[src/rtl/scpu_ctrl_more.sv]
// Main control decoder for the single-cycle MIPS CPU; all controls registered (1-cycle latency).
// Optional: define MIO_STALL_EN to suppress lw/sw write-back, store and branch while MIO_ready is low.
module scpu_ctrl_more (
    input  logic       clk,
    input  logic       rst_n,
    input  logic [5:0] OPcode,
    input  logic [5:0] Fun,
    input  logic       MIO_ready,
    input  logic       zero,
    output logic       RegDst,
    output logic       ALUSrc_B,
    output logic [1:0] DatatoReg,
    output logic       Jal,
    output logic [1:0] Branch,
    output logic       RegWrite,
    output logic [2:0] ALU_Control,
    output logic       mem_w,
    output logic       CPU_MIO
);
    localparam int unsigned OP_W  = 6;
    localparam int unsigned ALU_W = 3;

    localparam logic [OP_W-1:0] OP_RTYPE = 6'b000000;
    localparam logic [OP_W-1:0] OP_J     = 6'b000010;
    localparam logic [OP_W-1:0] OP_JAL   = 6'b000011;
    localparam logic [OP_W-1:0] OP_BEQ   = 6'b000100;
    localparam logic [OP_W-1:0] OP_BNE   = 6'b000101;
    localparam logic [OP_W-1:0] OP_ADDI  = 6'b001000;
    localparam logic [OP_W-1:0] OP_SLTI  = 6'b001010;
    localparam logic [OP_W-1:0] OP_ANDI  = 6'b001100;
    localparam logic [OP_W-1:0] OP_ORI   = 6'b001101;
    localparam logic [OP_W-1:0] OP_XORI  = 6'b001110;
    localparam logic [OP_W-1:0] OP_LUI   = 6'b001111;
    localparam logic [OP_W-1:0] OP_LW    = 6'b100011;
    localparam logic [OP_W-1:0] OP_SW    = 6'b101011;

    localparam logic [OP_W-1:0] FN_SRL  = 6'b000010;
    localparam logic [OP_W-1:0] FN_JR   = 6'b001000;
    localparam logic [OP_W-1:0] FN_JALR = 6'b001001;
    localparam logic [OP_W-1:0] FN_ADD  = 6'b100000;
    localparam logic [OP_W-1:0] FN_SUB  = 6'b100010;
    localparam logic [OP_W-1:0] FN_AND  = 6'b100100;
    localparam logic [OP_W-1:0] FN_OR   = 6'b100101;
    localparam logic [OP_W-1:0] FN_XOR  = 6'b100110;
    localparam logic [OP_W-1:0] FN_NOR  = 6'b100111;
    localparam logic [OP_W-1:0] FN_SLT  = 6'b101010;

    localparam logic [ALU_W-1:0] ALU_AND = 3'b000;
    localparam logic [ALU_W-1:0] ALU_OR  = 3'b001;
    localparam logic [ALU_W-1:0] ALU_ADD = 3'b010;
    localparam logic [ALU_W-1:0] ALU_XOR = 3'b011;
    localparam logic [ALU_W-1:0] ALU_NOR = 3'b100;
    localparam logic [ALU_W-1:0] ALU_SRL = 3'b101;
    localparam logic [ALU_W-1:0] ALU_SUB = 3'b110;
    localparam logic [ALU_W-1:0] ALU_SLT = 3'b111;

    localparam logic [1:0] WB_ALU = 2'b00;
    localparam logic [1:0] WB_MEM = 2'b01;
    localparam logic [1:0] WB_LUI = 2'b10;
    localparam logic [1:0] WB_PC4 = 2'b11;

    localparam logic [1:0] PC_SEQ = 2'b00;
    localparam logic [1:0] PC_BR  = 2'b01;
    localparam logic [1:0] PC_J   = 2'b10;
    localparam logic [1:0] PC_REG = 2'b11;

    logic             reg_dst_c;
    logic             alusrc_b_c;
    logic [1:0]       data_to_reg_c;
    logic             jal_c;
    logic [1:0]       branch_c;
    logic             reg_write_c;
    logic [ALU_W-1:0] alu_ctrl_c;
    logic             mem_w_c;
    logic             cpu_mio_c;

    // Combinational decode of the instruction currently presented
    always_comb begin
        reg_dst_c     = 1'b0;
        alusrc_b_c    = 1'b0;
        data_to_reg_c = WB_ALU;
        jal_c         = 1'b0;
        branch_c      = PC_SEQ;
        reg_write_c   = 1'b0;
        alu_ctrl_c    = ALU_AND;
        mem_w_c       = 1'b0;
        cpu_mio_c     = 1'b0;
        unique case (OPcode)
            OP_RTYPE: begin
                unique case (Fun)
                    FN_ADD, FN_SUB, FN_AND, FN_OR, FN_SLT, FN_NOR, FN_XOR, FN_SRL: begin
                        reg_dst_c   = 1'b1;
                        reg_write_c = 1'b1;
                        unique case (Fun)
                            FN_ADD:  alu_ctrl_c = ALU_ADD;
                            FN_SUB:  alu_ctrl_c = ALU_SUB;
                            FN_AND:  alu_ctrl_c = ALU_AND;
                            FN_OR:   alu_ctrl_c = ALU_OR;
                            FN_SLT:  alu_ctrl_c = ALU_SLT;
                            FN_NOR:  alu_ctrl_c = ALU_NOR;
                            FN_XOR:  alu_ctrl_c = ALU_XOR;
                            default: alu_ctrl_c = ALU_SRL;
                        endcase
                    end
                    FN_JR:   branch_c = PC_REG;
                    FN_JALR: begin
                        branch_c      = PC_REG;
                        reg_dst_c     = 1'b1;
                        reg_write_c   = 1'b1;
                        data_to_reg_c = WB_PC4;
                    end
                    default: ;
                endcase
            end
            OP_ADDI, OP_SLTI, OP_ANDI, OP_ORI, OP_XORI: begin
                alusrc_b_c  = 1'b1;
                reg_write_c = 1'b1;
                unique case (OPcode)
                    OP_ADDI: alu_ctrl_c = ALU_ADD;
                    OP_SLTI: alu_ctrl_c = ALU_SLT;
                    OP_ANDI: alu_ctrl_c = ALU_AND;
                    OP_ORI:  alu_ctrl_c = ALU_OR;
                    default: alu_ctrl_c = ALU_XOR;
                endcase
            end
            OP_LUI: begin
                reg_write_c   = 1'b1;
                data_to_reg_c = WB_LUI;
            end
            OP_LW: begin
                alusrc_b_c    = 1'b1;
                alu_ctrl_c    = ALU_ADD;
                data_to_reg_c = WB_MEM;
                reg_write_c   = 1'b1;
                cpu_mio_c     = 1'b1;
            end
            OP_SW: begin
                alusrc_b_c = 1'b1;
                alu_ctrl_c = ALU_ADD;
                mem_w_c    = 1'b1;
                cpu_mio_c  = 1'b1;
            end
            OP_BEQ: begin
                alu_ctrl_c = ALU_SUB;
                branch_c   = zero ? PC_BR : PC_SEQ;
            end
            OP_BNE: begin
                alu_ctrl_c = ALU_SUB;
                branch_c   = zero ? PC_SEQ : PC_BR;
            end
            OP_J: branch_c = PC_J;
            OP_JAL: begin
                branch_c      = PC_J;
                jal_c         = 1'b1;
                reg_write_c   = 1'b1;
                data_to_reg_c = WB_PC4;
            end
            default: ;
        endcase
`ifdef MIO_STALL_EN
        // Hold off architectural side effects until the bus is ready
        if ((OPcode == OP_LW || OPcode == OP_SW) && !MIO_ready) begin
            reg_write_c = 1'b0;
            mem_w_c     = 1'b0;
            branch_c    = PC_SEQ;
        end
`endif
    end

`ifndef MIO_STALL_EN
    logic unused_mio_ready;
    assign unused_mio_ready = MIO_ready;
`endif

    always_ff @(posedge clk or negedge rst_n) begin
        if (!rst_n) begin
            RegDst      <= 1'b0;
            ALUSrc_B    <= 1'b0;
            DatatoReg   <= 2'b00;
            Jal         <= 1'b0;
            Branch      <= 2'b00;
            RegWrite    <= 1'b0;
            ALU_Control <= 3'b000;
            mem_w       <= 1'b0;
            CPU_MIO     <= 1'b0;
        end else begin
            RegDst      <= reg_dst_c;
            ALUSrc_B    <= alusrc_b_c;
            DatatoReg   <= data_to_reg_c;
            Jal         <= jal_c;
            Branch      <= branch_c;
            RegWrite    <= reg_write_c;
            ALU_Control <= alu_ctrl_c;
            mem_w       <= mem_w_c;
            CPU_MIO     <= cpu_mio_c;
        end
    end
endmodule

[config.mk]
export PLATFORM = sky130hd
export DESIGN_NAME = scpu_ctrl_more
export DESIGN_NICKNAME = d
export VERILOG_FILES = /design/src/rtl/scpu_ctrl_more.sv
export SDC_FILE = /design/constraint.sdc
export NUM_CORES = 1
export LEC_CHECK = 0
export BUFFER_PORTS_ARGS = -buffer_cell sky130_fd_sc_hd__buf_2
export CORE_MARGIN = 4
export CORE_UTILIZATION = 25
export CTS_BUF_LIST = sky130_fd_sc_hd__clkbuf_4
export DETAILED_ROUTE_END_ITERATION = 8
export GPL_TIMING_DRIVEN = 0
export PLACE_DENSITY = 0.53
export SETUP_SLACK_MARGIN = 0.3
export SLEW_MARGIN = 20
export SYNTH_ARGS = -nofsm -noshare
export SYNTH_HDL_FRONTEND = slang
export SYNTH_SLANG_ARGS = --single-unit
[constraint.sdc]
create_clock -name clk -period 0.8 [get_ports clk]
set_input_delay 0.12 -clock clk [delete_from_list [all_inputs] [get_ports clk]]
set_output_delay 0.12 -clock clk [all_outputs]
set_load 0.05 [all_outputs]
* Word-level counts from Yosys, hierarchy flattened
Cells that the tools add are included.
** Operators by class
- Reductions and logical operators :: 10
- Div/mod/pow operators :: 0
- Add/sub/neg operators :: 0
- $lt $le $gt $ge :: 0
- $mul :: 0
- Mux-type cells :: 17
- Eq/ne operators :: 22
- Shifts and indexed selects :: 0
- Bitwise operators :: 0
** Operators with widths (count)
- $eq A6 B6 Y1 const B :: 9
- $eq A6 B4 Y1 const B :: 8
- $pmux W3 S4 :: 2
- $pmux W3 S7 :: 1
- $eq A6 B2 Y1 const B :: 3
- $pmux W2 S4 :: 2
- $reduce_or A8 Y1 :: 2
- $eq A6 B3 Y1 const B :: 2
- $reduce_or A9 Y1 :: 1
- $mux W1 :: 8
- $reduce_or A2 Y1 :: 4
- $reduce_or A7 Y1 :: 1
- $logic_not A6 Y1 :: 1
- $reduce_or A5 Y1 :: 1
- $mux W2 :: 2
- $mux W3 :: 1
- $pmux W1 S2 :: 1
** Storage, ports and cells
- Latch bits :: 0
- Bits in read-only memories :: 0
- Register bits :: 13
- Bits of input ports :: 16
- Memories kept :: 0
- Logic and storage cells :: 58
- Memory bits (writable) :: 0
- Output and inout port bits :: 13

* Depth between registers and ports, before layout
Gate-level depths: netlist (run 1).
- Word-level depth :: 4
- Depth in mapped cells :: 5

* Worst setup path after synthesis (run 1)
Ideal clock, no wire load.
- Kind :: input port to flip-flop
- From :: input port OPcode[3]
- To :: register RegWrite
- Required time :: 0.718 ns
- Arrival time :: 1.353 ns
- Cell stages on the path :: 4
- Setup slack :: -0.635 ns
- Library setup time :: 0.082 ns
- Cells stage by stage :: buf_2 > or4_4 > or4_4 > o22ai_1
** Between the ends
- Cells in the longest elaborated chain, start to end :: 3
** RTL lines
- start, declared :: line 6 : input logic [5:0] OPcode,
- $eq A6 B4 Y1 (tied with other cells) :: line 88 : unique case (OPcode)
- $reduce_or A8 Y1 (no source line)
- $pmux W1 S2 * :: line 88
- via reg_write_c :: line 72 : logic reg_write_c;
- end signal, assigned :: line 192 : RegWrite <= reg_write_c;
- end, declared :: line 15 : output logic RegWrite,
The timed path passes the listed nets; every way through them passes the cells marked *.

* Worst setup path after layout (run 1)
Same ends and word-level chain as after synthesis.

==> impl_metrics.env, run 1 <==
export IMPL_worstPathRequired_ps=1000
export IMPL_report_power_total_mw=1.42
export IMPL_route_detailed_vias_per_inst=4.81
export IMPL_clock_root_buffer="sky130_fd_sc_hd__clkbuf_4"
export IMPL_hold_ws_ps=-291
export IMPL_fin_util_pct=41.8
export IMPL_post_place_ws_ps=-764
export IMPL_worstMarginPinSlew_ps=325
export IMPL_cts_inserted_buffers=3
export IMPL_dpl_instance_area_sq_um=913
export IMPL_min_delay_path_class="in -> async"
export IMPL_path_class="in -> reg"
export IMPL_grt_first_pass_wirelength_microns=2640
export IMPL_chipWidth_microns=61.9
export IMPL_globalRouteTotalUtil_pct=9.59
export IMPL_fin_area_sq_um=1150
export IMPL_report_final_hold_viol_count=13
export IMPL_path_max_fanout=4
export IMPL_drtPass1Iterations=5
export IMPL_violations="hold timing, setup timing"
export IMPL_worstPathArrival_ps=1370
export IMPL_layout_area_overhead_vs_synth_pct=58.5
export IMPL_area_of_the_mapped_netlist_sq_um=727
export IMPL_total_grt_overflow=0
export IMPL_io_pin_count=29
export IMPL_placed_cells_incl_taps=132
export IMPL_synth_ff_latch_count=13
export IMPL_antenna_cells=0
export IMPL_pin_count_of_the_biggest_net_entering_global_routing=14
export IMPL_synth_flop_cell="sky130_fd_sc_hd__dfrtp_1"
export IMPL_outcome="finished with violations"
export IMPL_synth_area_leaders="sky130_fd_sc_hd__dfrtp_1 (45%), sky130_fd_sc_hd__maj3_1 (4.1%), sky130_fd_sc_hd__mux2i_1 (4.1%), sky130_fd_sc_hd__nand2_1 (3.6%), sky130_fd_sc_hd__nor2_1 (3.6%)"
export IMPL_timing_final_setup_violations=22
export IMPL_synth_top_area_share_pct=44.8
export IMPL_syn_num_nets=93
export IMPL_wl_microns=1680
export IMPL_drtAntennaViolNets=0
export IMPL_worstSetupStartpointType="input port"
export IMPL_initial_util_pct=26.4
export IMPL_dieArea_sq_um=3830
export IMPL_leakage_nw=0.498
export IMPL_power_density_cell_area_nw_per_um2=1230
export IMPL_clk_path_buf_depth=2
export IMPL_final_critical_period_ps=1170
export IMPL_antenna_violations_before_repair=0
export IMPL_tritoncts="built"
export IMPL_gpl_final_weighted_congestion=0.830
export IMPL_post_dp_hpwl_microns=1320
export IMPL_largest_area_contributor_in_the_synthesized_netlist="sky130_fd_sc_hd__dfrtp_1"
export IMPL_cts_htree_levels=1
export IMPL_most_common_cell_after_layout_fill_and_taps_aside="sky130_fd_sc_hd__buf_6"
export IMPL_layout_common_cells="sky130_fd_sc_hd__buf_6 (14), sky130_fd_sc_hd__dfrtp_2 (12), sky130_fd_sc_hd__buf_2 (9), sky130_fd_sc_hd__nand2_1 (6), sky130_fd_sc_hd__nor2_1 (5)"
export IMPL_instances_no_fill=140
export IMPL_seq_area_frac_synth_pct=44.8
export IMPL_final_min_period_over_clock_period_pct=146
export IMPL_synth_enable_flop_cells=0
export IMPL_peak_supply_drop_v=0.000694
export IMPL_post_synth_inst_count=77
export IMPL_route_detailed_wl_per_inst_microns=12.0
export IMPL_fin_setup_tns_ps=-4540
export IMPL_vias=673
export IMPL_port_buffers=24
export IMPL_fp_dieH_microns=61.9
export IMPL_cap_viol_max_count=0
export IMPL_row_count=19
export IMPL_cts_sink_count=13
export IMPL_achievable_frequency_ghz=0.855
export IMPL_asyncSetResetFlopFracSynth_pct=100
export IMPL_drcViolationCount=0
export IMPL_slew_violations=0
export IMPL_drive_gt1_share_pct=57.8
export IMPL_headroom_to_the_max_slew_limit_pct=78.2
export IMPL_core_area_sq_um=2760
export IMPL_unrepaired_setup_endpoints_after_global_routing="yes"
export IMPL_ys_types=29
export IMPL_first_global_vias=617
export IMPL_syn_area_per_cell_sq_um=9.44
export IMPL_final_nets=126
export IMPL_post_route_worst_setup_slack_ps=-370
export IMPL_crit_path_end_kind="flip-flop"
export IMPL_clkTransAtPathRegs_ps=80
export IMPL_yosys_warnings=0
export IMPL_detailedRoute_firstIterationViolations=9
layer usage:
| metal | vias to the layer above | GRT usage [%] | wire length [microns] | part of all wire [%] |
|---|---|---|---|---|
| li1 | 343 | - | - | - |
| met1 | 305 | 11.7 | 741 | 44 |
| met2 | 21 | 15.2 | 784 | 47 |
| met3 | 4 | 1.24 | 98 | 5.8 |
| met4 | 0 | 7.27 | 57 | 3.4 |
| met5 | - | 0 | 0 | 0 |
kinds of logic after synthesis:
group,Yosys count,synth area share [%]
AO/OA/AOI/OAI,14,11.5
AND/OR/NAND/NOR,34,28.1
multiplexers,3,4.13
XOR/XNOR,3,3.62
buffers and inverters,7,3.79
flip-flops,13,44.8
adder cells (fa/ha/maj),3,4.13
layout make-up:
class | count | area, sq um
plain buffers | 4 | 47.5
clock buffers | 3 | 22.5
clock inverters | 1 | 5.00
fillers | 258 | 1610
inverters | 3 | 11.3
multi-input cells | 57 | 439
flip-flops and latches | 13 | 340
well taps | 31 | 38.8
repair buffers | 28 | 248
critical path, cell delays in order:
cell and delay (ps):
sky130_fd_sc_hd__buf_12 100, sky130_fd_sc_hd__or4_4 560, sky130_fd_sc_hd__or4_4 450, sky130_fd_sc_hd__o22ai_2 140
sequential cells by signal, indices dropped and copies added (netlist names):
signal       cells
ALU_Control      3
Jal              1
mem_w            1
DatatoReg        2
ALUSrc_B         1
Branch           2
RegWrite         1
RegDst           1
CPU_MIO          1
synth_stat cells, types with 2 or more instances:
library cell / number
sky130_fd_sc_hd__a21oi_1: 3
sky130_fd_sc_hd__clkbuf_1: 3
sky130_fd_sc_hd__dfrtp_1: 13
sky130_fd_sc_hd__inv_1: 3
sky130_fd_sc_hd__maj3_1: 3
sky130_fd_sc_hd__mux2i_1: 3
sky130_fd_sc_hd__nand2_1: 7
sky130_fd_sc_hd__nand2b_1: 2
sky130_fd_sc_hd__nand3_1: 3
sky130_fd_sc_hd__nor2_1: 7
sky130_fd_sc_hd__nor2b_1: 3
sky130_fd_sc_hd__nor3_1: 3
sky130_fd_sc_hd__o21ai_0: 2
sky130_fd_sc_hd__o21ai_1: 3
sky130_fd_sc_hd__o22ai_1: 2
sky130_fd_sc_hd__or3b_1: 2
sky130_fd_sc_hd__or4_4: 2
sky130_fd_sc_hd__xor2_1: 2
worst paths after layout:
check | startpoint | endpoint | slack, ps
min in group clk | OPcode[4] | ALUSrc_B | 30
min | rst_n | ALUSrc_B | -290
max | OPcode[3] | RegWrite | -370
max in group asynchronous | rst_n | Branch[1] | 850
repair_timing:
item | in CTS | in global routing
setup buffers | 2 | 2
pin swaps | 5 | 5
resized for setup | 43 | 8
endpoints found under the hold margin | 13 | 13
endpoints found under the setup margin | 26 | 25
power breakdown:
part	switching, mW	internal [mW]
combinational	0.209	0.147
sequential	0.00657	0.673
clock	0.200	0.185
Note: power is estimated with default switching activity, not from simulation.
==> run 2, diff against run 1 <==
--- a/config.mk
+++ b/config.mk
@@ -6,12 +6,13 @@
 export NUM_CORES = 1
 export LEC_CHECK = 0
 export BUFFER_PORTS_ARGS = -buffer_cell sky130_fd_sc_hd__buf_2
+export CAP_MARGIN = 20
 export CORE_MARGIN = 4
 export CORE_UTILIZATION = 25
 export CTS_BUF_LIST = sky130_fd_sc_hd__clkbuf_4
 export DETAILED_ROUTE_END_ITERATION = 8
 export GPL_TIMING_DRIVEN = 0
-export PLACE_DENSITY = 0.53
+export PLACE_DENSITY = 0.57
 export SETUP_SLACK_MARGIN = 0.3
 export SLEW_MARGIN = 20
 export SYNTH_ARGS = -nofsm -noshare
==> run 2 against run 1 <==
  * The flow still finishes with violations (hold timing, setup timing)
  * Cell area increased by 4.0%
  * Sequential power about the same
  * Setup slack got worse by 44 ps
  * Core utilization increased by 1.7 points
  * Critical endpoint is now ALU_Control[1]
  * Largest cell class unchanged
  * Largest power group unchanged
==> impl_metrics.env, run 2 (synthesized netlist as in run 1, its figures left out) <==
export IMPL_register_with_the_highest_flop_count="ALU_Control"
export IMPL_path_max_fanout=7
export IMPL_route_detailed_vias_per_inst=4.94
export IMPL_initial_util_pct=26.4
export IMPL_tritoncts="built"
export IMPL_total_grt_overflow=0
export IMPL_clk_path_buf_depth=2
export IMPL_worstPathArrival_ps=1400
export IMPL_port_buffers=24
export IMPL_route_detailed_wl_per_inst_microns=13.7
export IMPL_violations="hold timing, setup timing"
export IMPL_worst_path_max_delay_cell="sky130_fd_sc_hd__or4_4"
export IMPL_layout_common_cells="sky130_fd_sc_hd__buf_6 (15), sky130_fd_sc_hd__dfrtp_2 (12), sky130_fd_sc_hd__buf_2 (9), sky130_fd_sc_hd__buf_4 (8), sky130_fd_sc_hd__nand2_1 (6)"
export IMPL_detailedRoute_firstIterationViolations=3
export IMPL_unrepaired_setup_endpoints_after_global_routing="yes"
export IMPL_final_critical_period_ps=1210
export IMPL_peak_supply_drop_v=0.000670
export IMPL_clock_root_buffer="sky130_fd_sc_hd__clkbuf_4"
export IMPL_slew_violations=0
export IMPL_cts_htree_levels=1
export IMPL_io_pin_count=29
export IMPL_crit_path_largest_cell_delay_ps=550
export IMPL_fin_setup_tns_ps=-4740
export IMPL_grt_first_pass_wirelength_microns=2990
export IMPL_cts_sink_count=13
export IMPL_timing_final_setup_violations=22
export IMPL_achievable_frequency_ghz=0.824
export IMPL_vias=706
export IMPL_chipWidth_microns=61.9
export IMPL_hold_ws_ps=-279
export IMPL_crit_path_end_kind="flip-flop"
export IMPL_drtPass1Iterations=4
export IMPL_drive_gt1_share_pct=59.8
export IMPL_core_area_sq_um=2760
export IMPL_headroom_to_the_max_slew_limit_pct=72.2
export IMPL_final_min_period_over_clock_period_pct=152
export IMPL_min_delay_path_class="in -> async"
export IMPL_row_count=19
export IMPL_wl_microns=1970
export IMPL_clkTransAtPathRegs_ps=70
export IMPL_outcome="finished with violations"
export IMPL_leakage_nw=0.515
export IMPL_antenna_violations_before_repair=0
export IMPL_worstSetupStartpointType="input port"
export IMPL_dpl_instance_area_sq_um=913
export IMPL_top_regs="ALU_Control (3), Branch (2), DatatoReg (2)"
export IMPL_post_dp_hpwl_microns=1350
export IMPL_first_global_vias=661
export IMPL_largest_register_ff_count=3
export IMPL_fin_area_sq_um=1200
export IMPL_dieArea_sq_um=3830
export IMPL_final_nets=129
export IMPL_cts_inserted_buffers=3
export IMPL_pin_count_of_the_biggest_net_entering_global_routing=14
export IMPL_worstPathCellList="buf_6 > or4_4 > nor4_4 > buf_4 > nand4b_1 > o21ai_1"
export IMPL_most_common_cell_after_layout_fill_and_taps_aside="sky130_fd_sc_hd__buf_6"
export IMPL_drtAntennaViolNets=0
export IMPL_drcViolationCount=0
export IMPL_report_final_hold_viol_count=13
export IMPL_post_route_worst_setup_slack_ps=-414
export IMPL_worstPathRequired_ps=980
export IMPL_cap_viol_max_count=0
export IMPL_antenna_cells=0
export IMPL_globalRouteTotalUtil_pct=10.7
export IMPL_layout_area_overhead_vs_synth_pct=64.9
export IMPL_fp_dieH_microns=61.9
export IMPL_power_density_cell_area_nw_per_um2=1220
export IMPL_worstMarginPinSlew_ps=417
export IMPL_gpl_final_weighted_congestion=0.852
export IMPL_path_class="in -> reg"
==> run 2: per-stage QoR <==
stage	setup WS, ps	std cells	power [mW]	hold WS (ps)	utilization [%]
floorplan	-596	77	0.873	-176	-
global placement	-761	132	0.971	6.89	33.1
detailed placement	-772	132	0.975	17.6	33.1
CTS	-385	138	1.45	-278	39.6
global route	-439	143	1.56	-270	43.5
finish	-414	143	1.47	-279	43.5
==> run 2: power breakdown <==
group          internal, mW  switching, mW  leakage, nW
combinational         0.149          0.221        0.337
clock                 0.227          0.190       0.0184
sequential            0.673        0.00737        0.160
total                  1.05          0.418        0.515
==> run 2: critical path: cells and delay by family <==
family,cells,cell delay [ps]
AND/OR/NAND/NOR,3,890
buffers and inverters,2,280
AO/OA/AOI/OAI,1,110
==> run 2: metal layers <==
layer	part of all wire [%]	global-route usage [%]	vias up
met4	1.5	6.06	0
met5	0	0	-
met3	5.8	1.65	4
met2	53	19.0	23
met1	40	12.1	336
li1	-	-	343
==> run 2: area by class of cell <==
type	instances	area [sq um]
clock buffer	4	30.0
buffer	4	47.5
sequential	13	340
multi-input combinational	57	462
timing repair buffer	31	269
tap	31	38.8
inverter	3	11.3
fill	257	1560
==> run 2: repair_timing <==
item	in CTS	in global routing
pin swaps	4	7
endpoints found under the setup margin	26	26
buffers inserted	2	5
resized for setup	39	17
hold endpoints to repair	13	13
==> run 2: final timing paths <==
path	start	to	slack, ps	depth (start not counted)
setup / recovery	OPcode[5]	ALU_Control[1]	-410	6
hold / removal	rst_n	DatatoReg[1]	-280	1
max in group asynchronous	rst_n	ALU_Control[0]	840	1
min in group clk	OPcode[4]	ALUSrc_B	50	2
==> run 3, diff against run 2 <==
--- a/config.mk
+++ b/config.mk
@@ -5,6 +5,7 @@
 export SDC_FILE = /design/constraint.sdc
 export NUM_CORES = 1
 export LEC_CHECK = 0
+export ABC_AREA = 1
 export BUFFER_PORTS_ARGS = -buffer_cell sky130_fd_sc_hd__buf_2
 export CAP_MARGIN = 20
 export CORE_MARGIN = 4
@@ -12,7 +13,7 @@
 export CTS_BUF_LIST = sky130_fd_sc_hd__clkbuf_4
 export DETAILED_ROUTE_END_ITERATION = 8
 export GPL_TIMING_DRIVEN = 0
-export PLACE_DENSITY = 0.57
+export PLACE_DENSITY = 0.56
 export SETUP_SLACK_MARGIN = 0.3
 export SLEW_MARGIN = 20
 export SYNTH_ARGS = -nofsm -noshare
==> run 3 against run 2 <==
  * The run still ends with hold timing, setup timing left
  * Fmax grew 30%
  * Highest routed layer is now met3
  * Sequential power is essentially flat
  * Sequential share of layout area shrank 2.8 points
  * Setup slack gained 280 ps
  * Largest cell class unchanged
==> impl_metrics.env, run 3 <==
export IMPL_pin_count_of_the_biggest_net_entering_global_routing=14
export IMPL_worstPathRequired_ps=680
export IMPL_headroom_to_the_max_slew_limit_pct=81.8
export IMPL_drtAntennaViolNets=0
export IMPL_hold_ws_ps=-278
export IMPL_worstSetupStartpointType="flip-flop"
export IMPL_min_delay_path_class="in -> async"
export IMPL_route_detailed_vias_per_inst=4.24
export IMPL_ys_types=16
export IMPL_cap_viol_max_count=0
export IMPL_row_count=20
export IMPL_area_of_the_mapped_netlist_sq_um=821
export IMPL_report_final_hold_viol_count=13
export IMPL_power_density_cell_area_nw_per_um2=1120
export IMPL_drtPass1Iterations=4
export IMPL_fp_dieH_microns=65.3
export IMPL_layout_common_cells="sky130_fd_sc_hd__buf_6 (18), sky130_fd_sc_hd__nand3_1 (14), sky130_fd_sc_hd__nand2_1 (13), sky130_fd_sc_hd__dfrtp_2 (12), sky130_fd_sc_hd__inv_1 (10)"
export IMPL_clk_path_buf_depth=2
export IMPL_post_route_worst_setup_slack_ps=-135
export IMPL_crit_path_end_kind="output pin"
export IMPL_antenna_violations_before_repair=0
export IMPL_worstPathArrival_ps=810
export IMPL_core_area_sq_um=3100
export IMPL_total_grt_overflow=0
export IMPL_tritoncts="built"
export IMPL_dieArea_sq_um=4260
export IMPL_asyncSetResetFlopFracSynth_pct=100
export IMPL_syn_num_nets=123
export IMPL_achievable_frequency_ghz=1.07
export IMPL_yosys_warnings=0
export IMPL_violations="hold timing, setup timing"
export IMPL_seq_area_frac_synth_pct=39.6
export IMPL_most_common_cell_after_layout_fill_and_taps_aside="sky130_fd_sc_hd__buf_6"
export IMPL_post_synth_inst_count=107
export IMPL_first_global_vias=810
export IMPL_layout_area_overhead_vs_synth_pct=61.7
export IMPL_route_detailed_wl_per_inst_microns=9.92
export IMPL_peak_supply_drop_v=0.000356
export IMPL_crit_buf_inv=1
export IMPL_antenna_cells=0
export IMPL_worstPathCellList="buf_6"
export IMPL_worstMarginPinSlew_ps=272
export IMPL_post_dp_hpwl_microns=1540
export IMPL_fin_setup_tns_ps=-1670
export IMPL_path_max_fanout=1
export IMPL_initial_util_pct=26.5
export IMPL_report_power_total_mw=1.49
export IMPL_leakage_nw=0.705
export IMPL_synth_cells_most_frequent="sky130_fd_sc_hd__nand3_1 (19), sky130_fd_sc_hd__nand2_1 (17), sky130_fd_sc_hd__inv_1 (15)"
export IMPL_unrepaired_setup_endpoints_after_global_routing="yes"
export IMPL_cts_inserted_buffers=3
export IMPL_largest_area_contributor_in_the_synthesized_netlist="sky130_fd_sc_hd__dfrtp_1"
export IMPL_final_nets=161
export IMPL_synth_enable_flop_cells=0
export IMPL_final_min_period_over_clock_period_pct=117
export IMPL_grt_first_pass_wirelength_microns=3280
export IMPL_chipWidth_microns=65.3
export IMPL_crit_path_largest_cell_delay_ps=400
export IMPL_clkTransAtPathRegs_ps=70
export IMPL_register_with_the_highest_flop_count="ALU_Control"
export IMPL_top_regs="ALU_Control (3), Branch (2), DatatoReg (2)"
export IMPL_globalRouteTotalUtil_pct=9.50
export IMPL_vias=798
export IMPL_drive_gt1_share_pct=63.2
export IMPL_slew_violations=0
export IMPL_io_pin_count=29
export IMPL_synth_most_common_cell="sky130_fd_sc_hd__nand3_1"
export IMPL_syn_area_per_cell_sq_um=7.67
export IMPL_timing_final_setup_violations=13
export IMPL_drcViolationCount=0
export IMPL_path_class="reg -> out"
export IMPL_outcome="finished with violations"
export IMPL_critical_path_top_delay_family="flip-flops"
export IMPL_final_critical_period_ps=935
export IMPL_cts_htree_levels=1
export IMPL_clock_root_buffer="sky130_fd_sc_hd__clkbuf_4"
export IMPL_synth_flop_cell="sky130_fd_sc_hd__dfrtp_1"
export IMPL_gpl_final_weighted_congestion=0.766
export IMPL_detailedRoute_firstIterationViolations=27
export IMPL_synth_top_area_share_pct=39.6
export IMPL_largest_register_ff_count=3
export IMPL_wl_microns=1870
export IMPL_port_buffers=27
export IMPL_cts_sink_count=13
export IMPL_worst_path_max_delay_cell="sky130_fd_sc_hd__dfrtp_2"
export IMPL_synth_area_leaders="sky130_fd_sc_hd__dfrtp_1 (40%), sky130_fd_sc_hd__nand3_1 (12%), sky130_fd_sc_hd__nand2_1 (7.8%), sky130_fd_sc_hd__inv_1 (6.9%), sky130_fd_sc_hd__nor2_4 (6.9%)"
export IMPL_synth_ff_latch_count=13
export IMPL_fill_cells=313
==> run 3: cell types whose count changed after synthesis, sizes merged, moves of 4 or more <==
cell	previous run	this run
nand4	0	7
nand3	3	23
nor2	7	19
o21ai	5	1
nand2	7	21
inv	3	21
==> run 3: area by class of cell <==
cell class / count / area [sq um] / share of cell area [%]
flip-flops and latches: 13 / 340 / 25.6
well taps: 44 / 55.1 / 4.15
clock buffers: 4 / 30.0 / 2.26
multi-input cells: 73 / 488 / 36.8
inverters: 21 / 91.3 / 6.88
repair buffers: 33 / 323 / 24.3
==> run 3: cell families after synthesis <==
| kind of cell | synth area share [%] |
|---|---|
| AND/OR/NAND/NOR | 48.6 |
| AO/OA/AOI/OAI | 1.07 |
| buffers and inverters | 9.60 |
| XOR/XNOR | 1.07 |
| flip-flops | 39.6 |
==> run 3: what timing repair did <==
action                                  4_1_cts  5_1_grt
endpoints found under the hold margin        13       13
setup buffers                                 5        1
endpoints found under the setup margin       23       24
pin swaps                                    18       15
resized for setup                            53       10
==> run 3: worst max path at each step <==
| stage | from | end | slack (ps) | cells past startpoint |
|---|---|---|---|---|
| 2_1_floorplan | Fun[4] | ALU_Control[2] | -3 | 6 |
| 3_5_place_dp | Fun[5] | ALU_Control[2] | -300 | 8 |
| 3_3_place_gp | Fun[5] | ALU_Control[0] | -260 | 8 |
| 5_1_grt | DatatoReg[0] | DatatoReg[0] | -170 | 1 |
| 4_1_cts | DatatoReg[0] | DatatoReg[0] | -150 | 1 |
| 6_report | Branch[1] | Branch[1] | -130 | 1 |
==> run 3: power by group <==
part	total [mW]	internal (mW)	switching, mW
clock network	0.409	0.227	0.183
registers	0.684	0.676	0.00759
logic	0.398	0.159	0.239
==> run 3: through the flow <==
stage                     area [sq um]  utilization (%)  std cells  setup WS, ps
after detailed placement          1040             33.5        178          -296
after global placement            1040             33.5        178          -259
final                             1330             42.8        188          -135
after CTS                         1290             41.6        187          -150
after global routing              1330             42.8        188          -167
after floorplan                    851                -        107         -3.42
==> run 3: metal layers <==
metal  wire length, microns  share of wire, %  vias to the layer above  GRT usage [%]
li1                       -                 -                      418              -
met1                    787                42                      360           11.2
met2                    965                52                       20           16.8
met3                    112               6.0                        0           2.22
met4                      0                 0                        0           3.11
met5                      0                 0                        -              0
